**config.mk**
```make
export PLATFORM = sky130hd
export DESIGN_NAME = bus_burst_read_master_flat
export DESIGN_NICKNAME = d
export VERILOG_FILES = /design/src/rtl/bus_burst_read_master_if.sv /design/src/rtl/bus_burst_read_master.sv /design/src/flat_wrapper.sv
export SDC_FILE = /design/constraint.sdc
export NUM_CORES = 1
export LEC_CHECK = 0
export CAP_MARGIN = 10
export CELL_PAD_IN_SITES_DETAIL_PLACEMENT = 0
export CELL_PAD_IN_SITES_GLOBAL_PLACEMENT = 1
export CORE_MARGIN = 2
export CORE_UTILIZATION = 30
export CTS_BUF_LIST = sky130_fd_sc_hd__clkbuf_4 sky130_fd_sc_hd__clkbuf_8
export DETAILED_ROUTE_END_ITERATION = 8
export MAX_ROUTING_LAYER = met4
export PLACE_DENSITY_LB_ADDON = 0.1
export SYNTH_ARGS = -nofsm -noshare
export SYNTH_HDL_FRONTEND = slang
export SYNTH_SLANG_ARGS = --single-unit
```
**constraint.sdc**
```tcl
create_clock -name clock -period 5.9 [get_ports clock]
set_input_delay 0.885 -clock clock [delete_from_list [all_inputs] [get_ports clock]]
set_output_delay 0.885 -clock clock [all_outputs]
set_load 0.01 [all_outputs]
```
**src/rtl/bus_burst_read_master_if.sv**
```systemverilog
// ---------------------------------------------------------------------------
// bus_burst_read_master_if
// Groups the shared-bus signals and the output word stream of the burst read
// master.
//   Bus, master -> responder/arbiter : requestBusOut, beginTransactionOut,
//       addressDataOut[31:0], byteEnablesOut[3:0], readNotWriteOut,
//       burstSizeOut[7:0]
//   Bus, responder/arbiter -> master : busGrantIn, addressDataIn[31:0],
//       dataValidIn, endTransactionIn, busErrorIn
//   Stream, master -> consumer       : streamDataOut[31:0], streamValidOut
//   Stream, consumer -> master       : streamReadyIn
// The master modport is the view of bus_burst_read_master. The slave modport
// is the view of the surrounding system (arbiter, responder and consumer).
// ---------------------------------------------------------------------------
interface bus_burst_read_master_if;
    logic        requestBusOut;
    logic        busGrantIn;
    logic        beginTransactionOut;
    logic [31:0] addressDataOut;
    logic [3:0]  byteEnablesOut;
    logic        readNotWriteOut;
    logic [7:0]  burstSizeOut;
    logic [31:0] addressDataIn;
    logic        dataValidIn;
    logic        endTransactionIn;
    logic        busErrorIn;
    logic [31:0] streamDataOut;
    logic        streamValidOut;
    logic        streamReadyIn;

    modport master (
        output requestBusOut, beginTransactionOut, addressDataOut, byteEnablesOut,
               readNotWriteOut, burstSizeOut, streamDataOut, streamValidOut,
        input  busGrantIn, addressDataIn, dataValidIn, endTransactionIn,
               busErrorIn, streamReadyIn
    );

    modport slave (
        input  requestBusOut, beginTransactionOut, addressDataOut, byteEnablesOut,
               readNotWriteOut, burstSizeOut, streamDataOut, streamValidOut,
        output busGrantIn, addressDataIn, dataValidIn, endTransactionIn,
               busErrorIn, streamReadyIn
    );
endinterface

```
**src/rtl/bus_burst_read_master.sv**
```systemverilog
// ---------------------------------------------------------------------------
// bus_burst_read_master
// Shared-bus initiator that reads wordCountIn 32-bit words starting at
// startAddressIn using read bursts of at most MAX_BURST words, buffers them
// in a first-word-fall-through FIFO and delivers them on a valid/ready stream.
// Ports:
//   clock, reset        system clock, asynchronous active-high reset
//   startIn             one-cycle start pulse (accepted only when idle)
//   startAddressIn[31:0] byte address of the first word (bits [1:0] ignored)
//   wordCountIn[15:0]   number of words to fetch
//   activeOut           a job is in progress
//   doneOut             one-cycle pulse when a job finishes or aborts
//   errorOut            sticky bus error flag, cleared by the next start
//   bus                 bus + stream signals (bus_burst_read_master_if.master)
// ---------------------------------------------------------------------------
module bus_burst_read_master #(
    parameter int MAX_BURST  = 16,
    parameter int FIFO_DEPTH = 32
) (
    input  logic                          clock,
    input  logic                          reset,
    input  logic                          startIn,
    input  logic [31:0]                   startAddressIn,
    input  logic [15:0]                   wordCountIn,
    output logic                          activeOut,
    output logic                          doneOut,
    output logic                          errorOut,
    bus_burst_read_master_if.master       bus
);

    localparam int PTR_W = $clog2(FIFO_DEPTH);
    localparam int CNT_W = PTR_W + 1;

    typedef enum logic [1:0] {IDLE, REQUEST, BEGIN, READ} state_t;

    state_t      state_q, state_d;
    logic [31:0] address_q, address_d;
    logic [15:0] remaining_q, remaining_d;
    logic [15:0] rxCount_q, rxCount_d;
    logic        error_q, error_d;
    logic        done_q, done_d;
    logic        release_q, release_d;

    logic [31:0]      mem [FIFO_DEPTH];
    logic [PTR_W-1:0] wrPtr_q, rdPtr_q;
    logic [CNT_W-1:0] count_q;

    logic [15:0]      burstWords;
    logic [CNT_W-1:0] freeSpace;
    logic             burstFits;
    logic             requestBus;
    logic             beginStrobe;
    logic             push;
    logic             pop;

    // Size of the next burst and whether the FIFO can absorb it completely;
    // the request is withheld until it can, so the FIFO never overflows.
    always_comb begin
        burstWords = (remaining_q > 16'(MAX_BURST)) ? 16'(MAX_BURST) : remaining_q;
        freeSpace  = CNT_W'(FIFO_DEPTH) - count_q;
        burstFits  = 16'(freeSpace) >= burstWords;
    end

    // Job sequencing. release_q forces one cycle without request after each
    // completed burst so the arbiter can hand the bus to another client.
    always_comb begin
        state_d     = state_q;
        address_d   = address_q;
        remaining_d = remaining_q;
        rxCount_d   = rxCount_q;
        error_d     = error_q;
        done_d      = 1'b0;
        release_d   = 1'b0;
        requestBus  = 1'b0;
        beginStrobe = 1'b0;
        push        = 1'b0;
        case (state_q)
            IDLE: begin
                if (startIn) begin
                    address_d   = startAddressIn & 32'hFFFF_FFFC;
                    remaining_d = wordCountIn;
                    error_d     = 1'b0;
                    if (wordCountIn == 16'd0) begin
                        done_d = 1'b1;
                    end else begin
                        state_d = REQUEST;
                    end
                end
            end
            REQUEST: begin
                requestBus = !release_q && burstFits;
                if (requestBus && bus.busGrantIn) begin
                    state_d = BEGIN;
                end
            end
            BEGIN: begin
                requestBus  = 1'b1;
                beginStrobe = 1'b1;
                rxCount_d   = 16'd0;
                state_d     = READ;
            end
            READ: begin
                requestBus = 1'b1;
                if (bus.busErrorIn) begin
                    error_d = 1'b1;
                    done_d  = 1'b1;
                    state_d = IDLE;
                end else begin
                    // Surplus words beyond the requested burst length are dropped.
                    if (bus.dataValidIn && (rxCount_q < burstWords)) begin
                        push      = 1'b1;
                        rxCount_d = rxCount_q + 16'd1;
                    end
                    if (bus.endTransactionIn) begin
                        remaining_d = remaining_q - burstWords;
                        address_d   = address_q + {16'd0, burstWords[13:0], 2'b00};
                        if (remaining_d == 16'd0) begin
                            done_d  = 1'b1;
                            state_d = IDLE;
                        end else begin
                            release_d = 1'b1;
                            state_d   = REQUEST;
                        end
                    end
                end
            end
            default: state_d = IDLE;
        endcase
    end

    // Control state registers.
    always_ff @(posedge clock or posedge reset) begin
        if (reset) begin
            state_q     <= IDLE;
            address_q   <= '0;
            remaining_q <= '0;
            rxCount_q   <= '0;
            error_q     <= 1'b0;
            done_q      <= 1'b0;
            release_q   <= 1'b0;
        end else begin
            state_q     <= state_d;
            address_q   <= address_d;
            remaining_q <= remaining_d;
            rxCount_q   <= rxCount_d;
            error_q     <= error_d;
            done_q      <= done_d;
            release_q   <= release_d;
        end
    end

    assign pop = (count_q != '0) && bus.streamReadyIn;

    // FIFO bookkeeping; simultaneous push and pop leave the count unchanged.
    always_ff @(posedge clock or posedge reset) begin
        if (reset) begin
            wrPtr_q <= '0;
            rdPtr_q <= '0;
            count_q <= '0;
        end else begin
            if (push) begin
                wrPtr_q <= wrPtr_q + PTR_W'(1);
            end
            if (pop) begin
                rdPtr_q <= rdPtr_q + PTR_W'(1);
            end
            count_q <= count_q + CNT_W'(push) - CNT_W'(pop);
        end
    end

    // FIFO storage has no reset; emptiness is tracked by count_q alone.
    always_ff @(posedge clock) begin
        if (push) begin
            mem[wrPtr_q] <= bus.addressDataIn;
        end
    end

    noPushWhenFull: assert property (@(posedge clock) disable iff (reset)
        !(push && (count_q == CNT_W'(FIFO_DEPTH))));

    // The bus is wired-OR, so every field except the request is zero outside BEGIN.
    assign bus.requestBusOut       = requestBus;
    assign bus.beginTransactionOut = beginStrobe;
    assign bus.addressDataOut      = beginStrobe ? address_q : 32'd0;
    assign bus.byteEnablesOut      = beginStrobe ? 4'hF : 4'h0;
    assign bus.readNotWriteOut     = beginStrobe;
    assign bus.burstSizeOut        = beginStrobe ? 8'(burstWords - 16'd1) : 8'd0;
    assign bus.streamValidOut      = (count_q != '0);
    assign bus.streamDataOut       = (count_q != '0) ? mem[rdPtr_q] : 32'd0;

    assign activeOut = (state_q != IDLE);
    assign doneOut   = done_q;
    assign errorOut  = error_q;

endmodule

```
**src/flat_wrapper.sv**
```systemverilog
// flat-port wrapper written by rule: the top's interface ports become plain ports
module bus_burst_read_master_flat 
#(
    parameter int MAX_BURST  = 16,
    parameter int FIFO_DEPTH = 32
)
  (clock, reset, startIn, startAddressIn, wordCountIn, activeOut, doneOut, errorOut, bus_requestBusOut, bus_beginTransactionOut, bus_addressDataOut, bus_byteEnablesOut, bus_readNotWriteOut, bus_burstSizeOut, bus_streamDataOut, bus_streamValidOut, bus_busGrantIn, bus_addressDataIn, bus_dataValidIn, bus_endTransactionIn, bus_busErrorIn, bus_streamReadyIn);
  bus_burst_read_master_if bus_i ();
  input  logic clock;
  input  logic reset;
  input  logic startIn;
  input  logic [31:0] startAddressIn;
  input  logic [15:0] wordCountIn;
  output logic activeOut;
  output logic doneOut;
  output logic errorOut;
  output wire logic [$bits(bus_i.requestBusOut)-1:0] bus_requestBusOut;
  output wire logic [$bits(bus_i.beginTransactionOut)-1:0] bus_beginTransactionOut;
  output wire logic [$bits(bus_i.addressDataOut)-1:0] bus_addressDataOut;
  output wire logic [$bits(bus_i.byteEnablesOut)-1:0] bus_byteEnablesOut;
  output wire logic [$bits(bus_i.readNotWriteOut)-1:0] bus_readNotWriteOut;
  output wire logic [$bits(bus_i.burstSizeOut)-1:0] bus_burstSizeOut;
  output wire logic [$bits(bus_i.streamDataOut)-1:0] bus_streamDataOut;
  output wire logic [$bits(bus_i.streamValidOut)-1:0] bus_streamValidOut;
  input wire logic [$bits(bus_i.busGrantIn)-1:0] bus_busGrantIn;
  input wire logic [$bits(bus_i.addressDataIn)-1:0] bus_addressDataIn;
  input wire logic [$bits(bus_i.dataValidIn)-1:0] bus_dataValidIn;
  input wire logic [$bits(bus_i.endTransactionIn)-1:0] bus_endTransactionIn;
  input wire logic [$bits(bus_i.busErrorIn)-1:0] bus_busErrorIn;
  input wire logic [$bits(bus_i.streamReadyIn)-1:0] bus_streamReadyIn;
  assign bus_requestBusOut = bus_i.requestBusOut;
  assign bus_beginTransactionOut = bus_i.beginTransactionOut;
  assign bus_addressDataOut = bus_i.addressDataOut;
  assign bus_byteEnablesOut = bus_i.byteEnablesOut;
  assign bus_readNotWriteOut = bus_i.readNotWriteOut;
  assign bus_burstSizeOut = bus_i.burstSizeOut;
  assign bus_streamDataOut = bus_i.streamDataOut;
  assign bus_streamValidOut = bus_i.streamValidOut;
  assign bus_i.busGrantIn = bus_busGrantIn;
  assign bus_i.addressDataIn = bus_addressDataIn;
  assign bus_i.dataValidIn = bus_dataValidIn;
  assign bus_i.endTransactionIn = bus_endTransactionIn;
  assign bus_i.busErrorIn = bus_busErrorIn;
  assign bus_i.streamReadyIn = bus_streamReadyIn;
  bus_burst_read_master #(.MAX_BURST(MAX_BURST), .FIFO_DEPTH(FIFO_DEPTH)) u_core (.clock(clock), .reset(reset), .startIn(startIn), .startAddressIn(startAddressIn), .wordCountIn(wordCountIn), .activeOut(activeOut), .doneOut(doneOut), .errorOut(errorOut), .bus(bus_i));
endmodule
```
==> flow_results.xml <==
<?xml version="1.0" encoding="UTF-8"?>
<metrics>
  <group name="worst_setup_path">
    <metric name="crit_path_max_fanout" unit="">8</metric>
    <metric name="reg2reg_slack" unit="ns">0.58</metric>
    <metric name="timing.setup.critical_path_class" unit="">register to primary output</metric>
    <metric name="worst_r2r_endpoint" unit="">u_core.mem[12][5]</metric>
    <metric name="worstSetupEndpoint" unit="">bus_requestBusOut</metric>
    <metric name="rr_worst_depth" unit="">14</metric>
    <metric name="critPathCaptureType" unit="">primary output</metric>
    <metric name="reg2reg_from" unit="">u_core.remaining_q[11]</metric>
    <metric name="setup.worst_path.start_class" unit="">register</metric>
    <metric name="critical_path.startpoint" unit="">u_core.remaining_q[11]</metric>
    <metric name="cp.required" unit="ns">5.02</metric>
    <metric name="worst-endpoint-arrival" unit="ns">4.48</metric>
  </group>
  <group name="global_routing">
    <metric name="globalRouteTotalUtil" unit="%">17.1</metric>
    <metric name="first_pass_grt_wire_length" unit="um">181000</metric>
    <metric name="vias_in_the_first_global_route" unit="">25400</metric>
    <metric name="grt_antenna_before_repair" unit="">8</metric>
    <metric name="globalRouteOverflowTotal" unit="">0</metric>
    <metric name="grt_start_max_net_pins" unit="">63</metric>
  </group>
  <group name="pwr">
    <metric name="switchingPower" unit="mW">8.00</metric>
    <metric name="leakagePower" unit="nW">17.7</metric>
    <metric name="power.combinational.fraction" unit="%">33.0</metric>
    <metric name="switching_share" unit="%">32.4</metric>
    <metric name="cellInternalPower" unit="mW">16.7</metric>
    <metric name="vdd_ir_drop_max" unit="mV">0.243</metric>
    <metric name="p_per_area" unit="nW/um^2">453</metric>
    <metric name="sequentialPowerShare" unit="%">38.6</metric>
    <metric name="total_power" unit="mW">24.7</metric>
    <metric name="clkPwrFrac" unit="%">28.4</metric>
  </group>
  <group name="placed_design">
    <metric name="numPortBuffers" unit="">166</metric>
    <metric name="detailedPlacementHpwl" unit="um">74500</metric>
    <metric name="final_wtd_congestion" unit="">0.777</metric>
  </group>
  <group name="synth">
    <metric name="mappedNetlistArea" unit="um^2">45400</metric>
    <metric name="synth_instances" unit="">2295</metric>
    <metric name="avgSynthCellArea" unit="um^2">19.8</metric>
    <metric name="ys_dominant_reg_cell" unit="">sky130_fd_sc_hd__edfxtp_1</metric>
    <metric name="number_of_synthesized_flops_with_an_enable_pin" unit="">1024</metric>
    <metric name="postSynthRegisterBits" unit="">1107</metric>
    <metric name="yosys_warnings" unit="">0</metric>
    <metric name="synth_async_sr_flop_share" unit="%">7.50</metric>
    <metric name="netlist-cell-type-count" unit="">77</metric>
    <metric name="seq_area_frac_synth" unit="%">72.3</metric>
  </group>
  <group name="die">
    <metric name="die_w" unit="um">393</metric>
    <metric name="die-area" unit="um^2">154000</metric>
    <metric name="die-height" unit="um">393</metric>
    <metric name="initial_util" unit="%">30.3</metric>
    <metric name="pin_count" unit="">171</metric>
    <metric name="rows" unit="">142</metric>
    <metric name="core-area" unit="um^2">150000</metric>
  </group>
  <group name="sta">
    <metric name="setup_total_negative_slack" unit="ns">0</metric>
    <metric name="largest_clock_skew_in_the_final_design" unit="ns">0.0526</metric>
    <metric name="hold_violations" unit="">0</metric>
    <metric name="final_max_slew_viol_count" unit="">0</metric>
    <metric name="setup_viol" unit="">0</metric>
    <metric name="min_period" unit="ns">5.36</metric>
    <metric name="slew_headroom" unit="%">16.1</metric>
    <metric name="timing_worst_slew_pin_value" unit="ns">1.25</metric>
    <metric name="final.period_utilization" unit="%">90.9</metric>
    <metric name="unrepaired_setup_endpoints_after_global_routing" unit="">false</metric>
    <metric name="max_freq" unit="MHz">186</metric>
  </group>
  <group name="clock_tree">
    <metric name="htree_num_levels" unit="">4</metric>
    <metric name="cts_buffers" unit="">198</metric>
    <metric name="clkSinkCount" unit="">1107</metric>
    <metric name="clock_latency_reported_for_the_late_side_of_the_worst_skew_pair" unit="ns">0.90</metric>
    <metric name="clock_tree.root_cell" unit="">sky130_fd_sc_hd__clkbuf_8</metric>
    <metric name="cts_tree" unit="">yes</metric>
    <metric name="cts_buffer_depth" unit="">3</metric>
    <metric name="cts_setup_buffers" unit="">0</metric>
    <metric name="cts-hold-fix-buffers" unit="">0</metric>
    <metric name="clk_transition_reported_paths" unit="ns">0.06</metric>
  </group>
  <group name="final_layout">
    <metric name="fin_nets" unit="">2805</metric>
    <metric name="mostFrequentLayoutCell" unit="">sky130_fd_sc_hd__edfxtp_1</metric>
    <metric name="most-common-layout-cells" unit="">1024 x sky130_fd_sc_hd__edfxtp_1, 320 x sky130_fd_sc_hd__mux4_2, 199 x sky130_fd_sc_hd__clkbuf_8</metric>
    <metric name="areaGrowthSynthToFinish" unit="%">20.0</metric>
    <metric name="post_route_cells_drive_above_1_share" unit="%">27.9</metric>
  </group>
  <group name="route">
    <metric name="route.detailed.drc" unit="">0</metric>
    <metric name="routed_via_density" unit="">4.84</metric>
    <metric name="route.vias.total" unit="">23400</metric>
    <metric name="postRouteWirelength" unit="um">127000</metric>
    <metric name="drtIter0Drc" unit="">1457</metric>
    <metric name="ant_nets" unit="">0</metric>
    <metric name="detail_route.wl_per_cell" unit="um">26.1</metric>
    <metric name="dr.pass1.iters" unit="">5</metric>
  </group>
  <group name="worst_hold_path">
    <metric name="hp-class" unit="">input pin to async pin</metric>
  </group>
  <group name="run">
    <metric name="max-cap-violations" unit="">0</metric>
  </group>
  <group name="status">
    <metric name="run_status" unit="">completed</metric>
  </group>
</metrics>
critical path: stages (launching register included):
cell and delay [ns]:
sky130_fd_sc_hd__dfrtp_1 0.46, sky130_fd_sc_hd__nor3_2 0.37, sky130_fd_sc_hd__and4_4 0.35, sky130_fd_sc_hd__and2_0 0.31, sky130_fd_sc_hd__nand2_1 0.25, sky130_fd_sc_hd__ha_1 0.36
sky130_fd_sc_hd__a2111oi_1 0.36, sky130_fd_sc_hd__o31ai_1 0.22, sky130_fd_sc_hd__a311oi_1 0.33, sky130_fd_sc_hd__nor2_1 0.08, sky130_fd_sc_hd__clkdlybuf4s50_1 0.49
timing repair:
action | CTS | global route
resized for setup | 0 | 1
endpoints found under the hold margin | 0 | 0
setup endpoints to repair | 0 | 1
per-stage QoR:
| step | std cells | hold WS [ns] | util [%] | instance area (um^2) | worst slack, ns |
|---|---|---|---|---|---|
| after global routing | 4841 | 0.390 | 36.3 | 54500 | 0.118 |
| final | 4841 | 0.416 | 36.3 | 54500 | 0.535 |
| after floorplan | 2317 | 0.467 | - | 45500 | 0.155 |
| after CTS | 4830 | 0.319 | 36.3 | 54400 | 0.366 |
| after detailed placement | 4468 | 0.512 | 33.7 | 50500 | 0.572 |
| after global placement | 4468 | 0.503 | 33.7 | 50500 | 0.555 |
kinds of logic after synthesis:
family	share of synthesized area [%]
and+or+nand+nor	3.86
muxes	17.0
DFF	72.3
other	0.0165
adders and majority gates	1.69
AOI/OAI and AO/OA	2.98
buffers and inverters	1.57
xor gates and xnor gates	0.560
power groups by stage:
| stage | Clock [mW] | Combinational, mW | Sequential, mW |
|---|---|---|---|
| floorplan | 0 | 5.43 | 9.21 |
| global placement | 0 | 8.31 | 9.70 |
| detailed placement | 0 | 8.35 | 9.71 |
| CTS | 7.28 | 8.38 | 9.56 |
| global route | 7.59 | 8.81 | 9.60 |
| finish | 7.00 | 8.14 | 9.53 |
how the worst min path moves through the flow:
stage,from,endpoint,slack [ns]
after global routing,reset,u_core.address_q[14],0.39
after detailed placement,u_core.remaining_q[15],u_core.remaining_q[15],0.51
final,reset,u_core.count_q[4],0.42
after global placement,u_core.address_q[2],u_core.address_q[2],0.50
after CTS,reset,u_core.remaining_q[4],0.32
after floorplan,u_core.rxCount_q[13],u_core.rxCount_q[13],0.47
cell usage after synthesis, types with 36 or more instances:
library cell	n	area, um^2
sky130_fd_sc_hd__a21oi_1	65	325
sky130_fd_sc_hd__and2_1	36	225
sky130_fd_sc_hd__clkbuf_1	78	293
sky130_fd_sc_hd__dfrtp_1	83	2080
sky130_fd_sc_hd__edfxtp_1	1024	30700
sky130_fd_sc_hd__ha_1	58	726
sky130_fd_sc_hd__inv_1	36	135
sky130_fd_sc_hd__mux2i_1	45	450
sky130_fd_sc_hd__mux4_2	320	7210
sky130_fd_sc_hd__nand2_1	78	293
sky130_fd_sc_hd__nor2_1	109	409
sky130_fd_sc_hd__o21ai_0	43	215
layer usage:
layer  track usage, %  part of all wire [%]  up-vias
met2             28.6                    51      633
met5                -                     0        -
met1             20.9                    42    12400
met3             3.52                   5.0      165
met4             4.89                   2.1        0
li1                 -                     -    10200
area by class of cell:
| cell class | instances | area, um^2 |
|---|---|---|
| fillers | 14000 | 95500 |
| flip-flops and latches | 1107 | 32800 |
| multi-input cells | 1047 | 12200 |
| clock buffers | 256 | 3170 |
| repair buffers | 265 | 2910 |
| well taps | 2016 | 2520 |
| clock inverters | 106 | 678 |
| inverters | 38 | 148 |
| diodes | 6 | 15.0 |
sequential cells by signal, summed over array words and instances, names as in the netlist:
signal and count:
u_core.errorOut 1, u_core.remaining_q 16, u_core.address_q 30, u_core.count_q 6, u_core.mem 1024, u_core.rdPtr_q 5, u_core.release_q 1, u_core.state_q 2
u_core.doneOut 1, u_core.rxCount_q 16, u_core.wrPtr_q 5
Note: power is estimated with default switching activity, not from simulation.
